===== src/rtl/fc_pkg.sv =====
`default_nettype none
// ============================================================================
// Module   : fc_pkg
// Purpose  : Shared types, constants and arithmetic helper for the FC MAC
//            scheduler: FSM state encoding, default vector length, bias
//            address and the saturating / wrapping accumulate step.
// Revision : 1.0 - initial release
// ============================================================================
package fc_pkg;

   typedef enum logic [1:0] {
      IDLE = 2'd0,
      MAC  = 2'd1,
      DONE = 2'd2
   } fc_state_t;

   localparam int FC_N_IN      = 9;
   localparam int FC_BIAS_ADDR = FC_N_IN;

   // One accumulate step on values sign-extended to 64 bits.
   // The sum is formed at 65 bits so it can never overflow internally, then
   // either clamped to the signed accw-bit range or wrapped modulo 2^accw.
   // Supports accw up to 64 and operands that fit in 64 signed bits.
   function automatic logic signed [63:0] fc_accum(
      input logic signed [63:0] a,
      input logic signed [63:0] b,
      input int                 accw,
      input bit                 sat
   );
      logic signed [64:0] s;
      logic signed [64:0] hi;
      logic signed [64:0] lo;
      s  = {a[63], a} + {b[63], b};
      hi = (65'sd1 <<< (accw - 1)) - 65'sd1;
      lo = -(65'sd1 <<< (accw - 1));
      if (sat) begin
         if (s > hi) begin
            s = hi;
         end else if (s < lo) begin
            s = lo;
         end
      end else begin
         // Keep the low accw bits and sign-extend them back out.
         s = (s <<< (65 - accw)) >>> (65 - accw);
      end
      return s[63:0];
   endfunction

endpackage : fc_pkg
`default_nettype wire


===== src/rtl/fc_rr_arbiter.sv =====
`default_nettype none
// ============================================================================
// Module   : fc_rr_arbiter
// Purpose  : Combinational pointer-based round-robin arbiter. The first set
//            request at or above i_ptr (wrapping) wins.
// Ports    : i_req      - request vector
//            i_ptr      - current highest-priority index
//            o_any      - at least one request present
//            o_gnt      - one-hot grant
//            o_sel      - binary index of the winner
//            o_next_ptr - index just above the winner (wrapping)
// Revision : 1.0 - initial release
// ============================================================================
module fc_rr_arbiter #(
   parameter int NUM_REQ = 4,
   parameter int PW      = (NUM_REQ > 1) ? $clog2(NUM_REQ) : 1
) (
   input  logic [NUM_REQ-1:0] i_req,
   input  logic [PW-1:0]      i_ptr,
   output logic               o_any,
   output logic [NUM_REQ-1:0] o_gnt,
   output logic [PW-1:0]      o_sel,
   output logic [PW-1:0]      o_next_ptr
);

   logic [PW-1:0] w_cand;

   // Scan offsets from farthest to nearest so the request closest to the
   // pointer is the last assignment and therefore wins.
   always_comb begin
      o_any      = 1'b0;
      o_gnt      = '0;
      o_sel      = '0;
      o_next_ptr = i_ptr;
      w_cand     = '0;
      for (int off = NUM_REQ - 1; off >= 0; off--) begin
         w_cand = PW'((int'(i_ptr) + off) % NUM_REQ);
         if (i_req[w_cand]) begin
            o_any      = 1'b1;
            o_sel      = w_cand;
            o_gnt      = NUM_REQ'(1) << w_cand;
            o_next_ptr = PW'((int'(w_cand) + 1) % NUM_REQ);
         end
      end
   end

endmodule : fc_rr_arbiter
`default_nettype wire


===== src/rtl/fc_mac_scheduler.sv =====
`default_nettype none
// ============================================================================
// Module   : fc_mac_scheduler
// Purpose  : Shares one serial fully-connected MAC between NUM_REQ cores.
//            Round-robin grants a core, freezes its N_IN-element vector,
//            performs one MAC per cycle against the weight registers, adds
//            the bias and returns the result with a one-cycle strobe.
//            Also holds the weight/bias configuration registers.
// Config   : FC_SAT_EN - when defined, every accumulate step and the bias
//            add saturate to the signed ACC_W range; otherwise they wrap.
// Ports    : clk, rst   - clock, synchronous active-high reset
//            req        - per-core request, held until gnt
//            req_data   - flattened vectors, core k elem i at (k*N_IN+i)*DW
//            gnt        - one-hot grant pulse
//            rsp_valid  - one-hot result strobe
//            rsp_data   - result, valid with rsp_valid
//            busy       - high while a job is in MAC or DONE
//            cfg_we/cfg_addr/cfg_wdata - weight (0..N_IN-1) / bias (N_IN)
// Limits   : DW <= 32, ACC_W <= 64.
// Revision : 1.0 - initial release
// ============================================================================
module fc_mac_scheduler
   import fc_pkg::*;
#(
   parameter int NUM_REQ = 4,
   parameter int N_IN    = FC_N_IN,
   parameter int DW      = 32,
   parameter int ACC_W   = 32
) (
   input  logic                         clk,
   input  logic                         rst,
   input  logic [NUM_REQ-1:0]           req,
   input  logic [NUM_REQ*N_IN*DW-1:0]   req_data,
   output logic [NUM_REQ-1:0]           gnt,
   output logic [NUM_REQ-1:0]           rsp_valid,
   output logic [ACC_W-1:0]             rsp_data,
   output logic                         busy,
   input  logic                         cfg_we,
   input  logic [$clog2(N_IN+1)-1:0]    cfg_addr,
   input  logic [DW-1:0]                cfg_wdata
);

   localparam int c_PW = (NUM_REQ > 1) ? $clog2(NUM_REQ) : 1;
   localparam int c_IW = (N_IN > 1) ? $clog2(N_IN) : 1;
   localparam int c_AW = $clog2(N_IN + 1);
   localparam logic [c_AW-1:0] c_BIAS_ADDR = c_AW'(N_IN);
   localparam logic [c_IW-1:0] c_LAST_IDX  = c_IW'(N_IN - 1);
`ifdef FC_SAT_EN
   localparam bit c_SAT = 1'b1;
`else
   localparam bit c_SAT = 1'b0;
`endif

   fc_state_t                r_state, w_state_nxt;
   logic [NUM_REQ-1:0]       r_gnt, w_gnt_nxt;
   logic [NUM_REQ-1:0]       r_rsp_valid, w_rsp_valid_nxt;
   logic [ACC_W-1:0]         r_rsp_data, w_rsp_data_nxt;
   logic                     r_busy, w_busy_nxt;
   logic [c_PW-1:0]          r_ptr, w_ptr_nxt;
   logic [c_PW-1:0]          r_core, w_core_nxt;
   logic [c_IW-1:0]          r_idx, w_idx_nxt;
   logic signed [ACC_W-1:0]  r_acc, w_acc_nxt;
   logic [N_IN*DW-1:0]       r_x, w_x_nxt;
   logic signed [DW-1:0]     r_w [N_IN];
   logic signed [DW-1:0]     r_bias;

   logic                     w_arb_any;
   logic [NUM_REQ-1:0]       w_arb_gnt;
   logic [c_PW-1:0]          w_arb_sel;
   logic [c_PW-1:0]          w_arb_next;
   logic                     w_cfg_wr;
   logic signed [DW-1:0]     w_x_cur;
   logic signed [2*DW-1:0]   w_prod;
   logic signed [ACC_W-1:0]  w_mac_sum;
   logic signed [ACC_W-1:0]  w_bias_sum;

   fc_rr_arbiter #(
      .NUM_REQ (NUM_REQ),
      .PW      (c_PW)
   ) u_arb (
      .i_req      (req),
      .i_ptr      (r_ptr),
      .o_any      (w_arb_any),
      .o_gnt      (w_arb_gnt),
      .o_sel      (w_arb_sel),
      .o_next_ptr (w_arb_next)
   );

   // Config only lands while idle; a write on a grant edge is visible to
   // that job because MAC reads the weights from the following edge on.
   assign w_cfg_wr = cfg_we && (r_state == IDLE);

   for (genvar i = 0; i < N_IN; i++) begin : g_wgt
      always_ff @(posedge clk) begin
         if (rst) begin
            r_w[i] <= DW'(1);
         end else if (w_cfg_wr && (cfg_addr == c_AW'(i))) begin
            r_w[i] <= cfg_wdata;
         end
      end
   end

   always_ff @(posedge clk) begin
      if (rst) begin
         r_bias <= '0;
      end else if (w_cfg_wr && (cfg_addr == c_BIAS_ADDR)) begin
         r_bias <= cfg_wdata;
      end
   end

   // Full-width product; truncation or saturation happens in fc_accum.
   assign w_x_cur    = r_x[int'(r_idx)*DW +: DW];
   assign w_prod     = (2*DW)'(w_x_cur) * (2*DW)'(r_w[r_idx]);
   assign w_mac_sum  = ACC_W'(fc_accum(64'(r_acc), 64'(w_prod), ACC_W, c_SAT));
   assign w_bias_sum = ACC_W'(fc_accum(64'(r_acc), 64'(r_bias), ACC_W, c_SAT));

   always_comb begin
      w_state_nxt     = r_state;
      w_gnt_nxt       = '0;
      w_rsp_valid_nxt = '0;
      w_rsp_data_nxt  = r_rsp_data;
      w_busy_nxt      = r_busy;
      w_ptr_nxt       = r_ptr;
      w_core_nxt      = r_core;
      w_idx_nxt       = r_idx;
      w_acc_nxt       = r_acc;
      w_x_nxt         = r_x;
      case (r_state)
         IDLE: begin
            if (w_arb_any) begin
               w_gnt_nxt   = w_arb_gnt;
               w_x_nxt     = req_data[int'(w_arb_sel)*N_IN*DW +: N_IN*DW];
               w_acc_nxt   = '0;
               w_idx_nxt   = '0;
               w_ptr_nxt   = w_arb_next;
               w_core_nxt  = w_arb_sel;
               w_busy_nxt  = 1'b1;
               w_state_nxt = MAC;
            end
         end
         MAC: begin
            w_acc_nxt = w_mac_sum;
            w_idx_nxt = r_idx + c_IW'(1);
            if (r_idx == c_LAST_IDX) begin
               w_state_nxt = DONE;
            end
         end
         DONE: begin
            w_rsp_data_nxt  = w_bias_sum;
            w_rsp_valid_nxt = NUM_REQ'(1) << r_core;
            w_busy_nxt      = 1'b0;
            w_state_nxt     = IDLE;
         end
         default: begin
            w_busy_nxt  = 1'b0;
            w_state_nxt = IDLE;
         end
      endcase
   end

   always_ff @(posedge clk) begin
      if (rst) begin
         r_state     <= IDLE;
         r_gnt       <= '0;
         r_rsp_valid <= '0;
         r_rsp_data  <= '0;
         r_busy      <= 1'b0;
         r_ptr       <= '0;
         r_core      <= '0;
         r_idx       <= '0;
         r_acc       <= '0;
         r_x         <= '0;
      end else begin
         r_state     <= w_state_nxt;
         r_gnt       <= w_gnt_nxt;
         r_rsp_valid <= w_rsp_valid_nxt;
         r_rsp_data  <= w_rsp_data_nxt;
         r_busy      <= w_busy_nxt;
         r_ptr       <= w_ptr_nxt;
         r_core      <= w_core_nxt;
         r_idx       <= w_idx_nxt;
         r_acc       <= w_acc_nxt;
         r_x         <= w_x_nxt;
      end
   end

   assign gnt       = r_gnt;
   assign rsp_valid = r_rsp_valid;
   assign rsp_data  = r_rsp_data;
   assign busy      = r_busy;

endmodule : fc_mac_scheduler
`default_nettype wire


===== config.mk =====
export PLATFORM = sky130hd
export DESIGN_NAME = fc_mac_scheduler
export DESIGN_NICKNAME = d
export VERILOG_FILES = /design/src/rtl/fc_pkg.sv /design/src/rtl/fc_rr_arbiter.sv /design/src/rtl/fc_mac_scheduler.sv
export SDC_FILE = /design/constraint.sdc
export NUM_CORES = 2
export LEC_CHECK = 0
export CAP_MARGIN = 20
export CORE_AREA = 2 2 475 477
export CTS_CLUSTER_DIAMETER = 150
export DETAILED_ROUTE_END_ITERATION = 6
export DIE_AREA = 0 0 477 479
export DONT_BUFFER_PORTS = 1
export GPL_TIMING_DRIVEN = 0
export PLACE_DENSITY = 0.41
export SLEW_MARGIN = 5
export SYNTH_ARGS = -nofsm -noshare
export SYNTH_HDL_FRONTEND = slang
export SYNTH_SLANG_ARGS = --single-unit

===== constraint.sdc =====
create_clock -name clk -period 8.45 [get_ports clk]
set_input_delay 2.535 -clock clk [delete_from_list [all_inputs] [get_ports clk]]
set_output_delay 2.535 -clock clk [all_outputs]
set_load 0.02 [all_outputs]

======== Word-level counts from Yosys, hierarchy flattened ========
Memory sizes are Yosys's and may differ from the RTL's. A register that Yosys moved wholly into a read port is not among the register bits.
Cells that the tools add are included.
word-level totals
  RAM bits ................................ 288
  word-level logic and storage cells ...... 156
  memories ................................ 1
  flip-flop bits (word level) ............. 403
  output and inout bits ................... 41
  input bits .............................. 1,195
cells by class
  $lt $le $gt $ge ......................... 4
  add/sub/neg operators ................... 9
  reduce and logical (&&, ||, !) cells .... 22
  shifts and indexed selects .............. 7
  multiplexer cells ....................... 73
  multiply operators ...................... 2
  bitwise logic cells ..................... 13
  eq/ne operators ......................... 14
memory list
  name  words  width  read ports  clocked after Yosys merged registers in  write ports  RTL line                RTL
  r_w   9      32     1           1                                        9            fc_mac_scheduler.sv:64  logic signed [DW-1:0] r_w [N_IN];
operators by type and width
  kind                  count
  $shiftx 1152x12->288  1
  $mux 32               10
  $shiftx 288x10->32    1
  $add 32x32->32        2
  $pmux 32 s2           1
  $mux 1                38
  $mul 32x32->32        1
  $mux 4                7
  $mux 2                10
  $shl 1x2->4 const A   5
  $eq 4x3->1 const B    4
  $eq 4x4->1 const B    3
  $lt 2x3->1 const B    4
  $logic_and 1x1->1     11
  $or 1x1->1            9
  $add 2x1->2 const B   4
  $bmux 1 s2            4
  $eq 4x2->1 const B    2
  $pmux 4 s2            1
  $reduce_and 2->1      4
  $mul 2x4->6 const B   1
  $add 2x2->2 const B   2
  $add 4x1->4 const B   1
  $eq 4x1->1 const B    1
  14 further kinds      17

======== Longest topological paths before layout ========
  depth after elaboration ................. 11
  gate-level depth with buffers ........... 37
  mapped depth without buffers ............ 32

======== Cells and area by module ========
From an unflattened synthesis, not the netlist that was laid out.
second synthesis, totals
  cell total of the unflattened synthesis .. 5,380
  area, all modules ....................... 55,121.6 sq um
modules (own cells, without submodules)
  module            cells an instance  times used  area each (sq um)  sequential area each (sq um)
  fc_mac_scheduler  5,319              1           54,607.4           16,796.1
  fc_rr_arbiter     61                 1           514.2              0.0

======== Worst setup path before layout ========
No wires, ideal clock.
  path type ............................... reg-to-reg
  start point ............................. reg r_idx[0]
  end point ............................... reg r_acc[30]
  setup time .............................. 117 ps
  path buffers ............................ 5
  cell stages (with the launch flop) ...... 36
  period minus slack after synthesis ...... 8,714 ps
  required time ........................... 8,333 ps
  arrival ................................. 8,597 ps
  slack ................................... -264 ps
  cell sequence ........................... dfxtp_1 > buf_6 > buf_12 > buf_12 > buf_6 > mux4_2 > nor2_1 > nor3_1 > a21oi_1 > clkbuf_1 > nor2_1 > fa_1 > fa_1 > inv_1 > fa_1 > fa_1 > inv_1 > fa_1 > fa_1 > fa_1 > inv_1 > fa_1 > inv_1 > ha_1 > a21o_1 > a21oi_1 > o21ai_0 > a21oi_1 > o21ai_0 > a21o_1 > a21o_1 > o21ai_0 > a21oi_1 > o21a_1 > or3_1 > a32o_1
on the way
  word-level cells in the longest chain between the ends .. 4
ends and longest elaborated chain
  what                    RTL line                 RTL
  from (decl)             fc_mac_scheduler.sv:61   logic [c_IW-1:0] r_idx, w_idx_nxt;
  from (signal assigned)  fc_mac_scheduler.sv:181  r_idx <= w_idx_nxt;
  $shiftx 288x10->32      fc_mac_scheduler.sv:112  assign w_x_cur = r_x[int'(r_idx)*DW +: DW];
  $mul 32x32->32          fc_mac_scheduler.sv:113  assign w_prod = (2*DW)'(w_x_cur) * (2*DW)'(r_w[r_idx]);
  $add 32x32->32          fc_pkg.sv:33             s = {a[63], a} + {b[63], b};
  $pmux 32 s2             fc_mac_scheduler.sv:128  case (r_state)
  to (signal assigned)    fc_mac_scheduler.sv:182  r_acc <= w_acc_nxt;
  to (decl)               fc_mac_scheduler.sv:62   logic signed [ACC_W-1:0] r_acc, w_acc_nxt;
Every way passes these cells.
A chain may end at the register's enable or synchronous reset.

======== Final worst setup path ========
Ends and elaborated chain as after synthesis.

==> metrics.txt <==
Die Ht=479 um; Port-buffer cells=0; # clock sinks=695; Initial DRC Count=6481; Yosys cell types=about 80; Pleak=27.0 nW; Async SR Flop Fraction=0%; max_slew headroom=20.6%; max-slew violations=0; vias in the first global route=between 50000 and 60000; Tot GR Track Use=35.4%; remaining global-route overflow=0; Yosys reg bits=roughly 700; nets=8291; CP dominant cell by count=fa_1; Mean Syn Cell Area=9.04 sq um; clock buffer depth=3; Max VDD drop=581 uV; Vias=52684; area leader, netlist=fa_1; main flop type after synthesis=dfxtp_1; WHS=463 ps; top cell family by delay on the critical path=adder cells; Fin. Hold Viols=0; CTS clk-pin slew, worst paths=60 ps; synth top area cells=fa_1 16%, edfxtp_1 16%, dfxtp_1 15%; Layout area overhead=21.3%; share of the synthesized area in the top cell type=between 10% and 20%; Initial Util=roughly 25%; Site Rows=174; final setup vio count=9; P per Cell Area=462 nW/um^2; Final Cell Area=67400 sq um; P_int=~15 mW; Mapped Nets=7977; Core Region=224000 sq um; Final Power=between 30 and 40 mW; CP Max Fanout=8; period utilization=107%; antenna violations before repair=~340; Critical Path Start Type=flop; actual slew at the worst max-slew pin=1190 ps; Buf/Inv on CP=8; drt wl/cell=around 43 um; Hold Crit Class=reg2reg; Mapped Cells=6151; Setup Crit Path Kind=reg2reg; hpwl dp=363 mm; Worst Setup End Kind=flop; setup ws final=-623 ps; largest net degree at the start of global routing=29; Final ANT Viol Nets=0; worst path required time=roughly 9100 ps; Max-Cap Viols=0; Placer Congestion=1.18; part of the Yosys area used for sequential elements=30.2%; hold buffer count at cts=0; Post-Route Utilization=30.2%; crit path to=r_acc[30]; first-pass GRT wire length=527 mm; Seq pwr share=14.8%; Hold Crit Start=r_bias[16]; minimum clock period=9070 ps; die area=228000 sq um; Max Fclk=110 MHz; Yosys warnings=0; status=finished, violations left; Reg2Reg Launch Point=r_idx[0]; CTS tree=done; share of cells above drive strength 1=14.3%; CP startpoint=r_idx[0]; final wirelength=419 mm; number of enable flip-flop cells after synthesis=288; DRT Pass-1 Iters=6; io pins=roughly 1200; htree depth=3; reg2reg end=r_acc[30]; cts bufs inserted=87; Critical Path Slowest Stage Cell=mux4_2; r2r setup slk=-620 ps; mapped cell area=55600 sq um; DRC=0; RSZ-0062 raised after global routing=true; FF-to-FF path depth=33; vias per inst=roughly 5.4; Clock power frac=between 10% and 20%; Chip Width=477 um; placed inst area=60300 sq um; Comb pwr share=72.6%; violated checks=negative setup slack; critical path depth in cells=33; Psw=16.0 mW; CP peak stage delay=600 ps; worst-skew pair later-pin latency=770 ps; Switching Share=51.3%; crit path DAT=~9700 ps; Worst Skew=79.2 ps; Root Buffer=clkbuf_16
-- through the flow --
step | TNS [ps] | setup WS, ps | instances
2_1_floorplan | 0 | 5.14 | 6151
3_3_place_gp | -36070 | -2940 | 9143
3_5_place_dp | -31360 | -2940 | 9194
4_1_cts | -4500 | -776 | 9430
5_1_grt | -5470 | -833 | 9681
6_report | -3390 | -623 | 9780
-- registers in the layout, summed over array words and instances (netlist names), named ones only --
register / count
busy: 1
r_state: 2
rsp_data: 32
r_w: 288
r_x: 288
r_idx: 4
gnt: 4
r_bias: 32
r_acc: 32
r_core: 2
rsp_valid: 4
r_ptr: 2
-- cells in the final DEF (no fill, tap or decap), types with 151 or more instances in the layout --
master,netlist,final
a211oi_1,158,151
and2_1,383,380
nand2_1,1039,1030
o22ai_1,165,161
clkbuf_1,358,312
edfxtp_1,288,288
a21oi_1,297,273
diode_2,0,254
a22oi_1,154,153
ha_1,192,182
inv_1,552,533
dfxtp_1,407,404
nor2_1,528,506
mux2i_1,188,175
buf_4,6,175
fa_1,439,420
-- worst min-delay path by stage --
stage / slack (ps) / cells past startpoint / end
after floorplan: 430 / 1 / rsp_valid[1]
after global placement: 450 / 2 / r_bias[23]
after detailed placement: 450 / 2 / r_bias[16]
after CTS: 460 / 2 / r_bias[16]
after global routing: 480 / 2 / r_bias[30]
final: 460 / 2 / r_bias[16]
-- logic make-up after synthesis --
family          after synthesis  share of synthesized area, %
flops                       695                          30.2
mux                         331                          8.43
compound gates             1122                          13.9
buf+inv                    1005                          7.23
simple gates               2262                          18.4
fa+ha+maj                   631                          20.1
xor+xnor                    105                          1.75
-- cells in the mapped netlist, types with 22 or more instances --
| library cell | count |
|---|---|
| and2_0 | 56 |
| mux4_2 | 102 |
| nand2_1 | 1039 |
| nand3_1 | 23 |
| buf_1 | 23 |
| nor2_1 | 528 |
| xor2_1 | 28 |
| a21o_1 | 38 |
| or2_2 | 46 |
| fa_1 | 439 |
| buf_2 | 45 |
| a22oi_1 | 154 |
| nand2b_1 | 69 |
| xnor2_1 | 71 |
| clkbuf_1 | 358 |
| mux2_2 | 37 |
| and2_1 | 383 |
| nor2b_1 | 35 |
| or3_1 | 22 |
| o22ai_1 | 165 |
| o21ai_0 | 54 |
| a311oi_1 | 145 |
| nor3_1 | 24 |
| a211oi_1 | 158 |
| a21oi_1 | 297 |
| ha_1 | 192 |
| edfxtp_1 | 288 |
| inv_1 | 552 |
| dfxtp_1 | 407 |
| mux2i_1 | 188 |
-- final cells by class --
type,count,area (sq um)
Fill cell,23745,156000
Multi-Input combinational cell,4451,36100
Sequential cell,695,16800
Tap cell,2992,3740
Buffer,444,2650
Clock buffer,127,2490
Timing Repair Buffer,232,2450
Inverter,554,2080
Antenna cell,254,636
Clock inverter,31,460
-- worst reg2reg max path: cells and delay by family (launching register included) --
kind | cells | cell delay [ps]
fa+ha+maj | 9 | 4360
compound gates | 12 | 2140
buf+inv | 8 | 880
mux | 1 | 610
simple gates | 3 | 580
flops | 1 | 430
-- what timing repair did --
action | in CTS | in global routing
endpoints found under the setup margin | 22 | 15
setup buffers | 81 | 101
resized for setup | 308 | 249
gates cloned | 2 | 2
pin swaps | 35 | 113
-- power groups by stage --
| stage | Sequential (mW) | Combinational (mW) | Clock (mW) |
|---|---|---|---|
| 3_5_place_dp | 4.63 | 19.1 | 0 |
| 5_1_grt | 4.57 | 24.4 | 4.12 |
| 3_3_place_gp | 4.63 | 19.1 | 0 |
| 6_report | 4.60 | 22.6 | 3.95 |
| 4_1_cts | 4.56 | 20.5 | 4.00 |
| 2_1_floorplan | 4.18 | 12.1 | 0 |
-- routing by layer --
metal	GRT usage [%]	vias up	routed length, um
met4	20.8	126	28800
met2	54.2	3204	184000
li1	-	21743	-
met3	14.5	803	49000
met1	41.6	26808	156000
met5	0	-	793
Power figures use the tool's default switching activity.
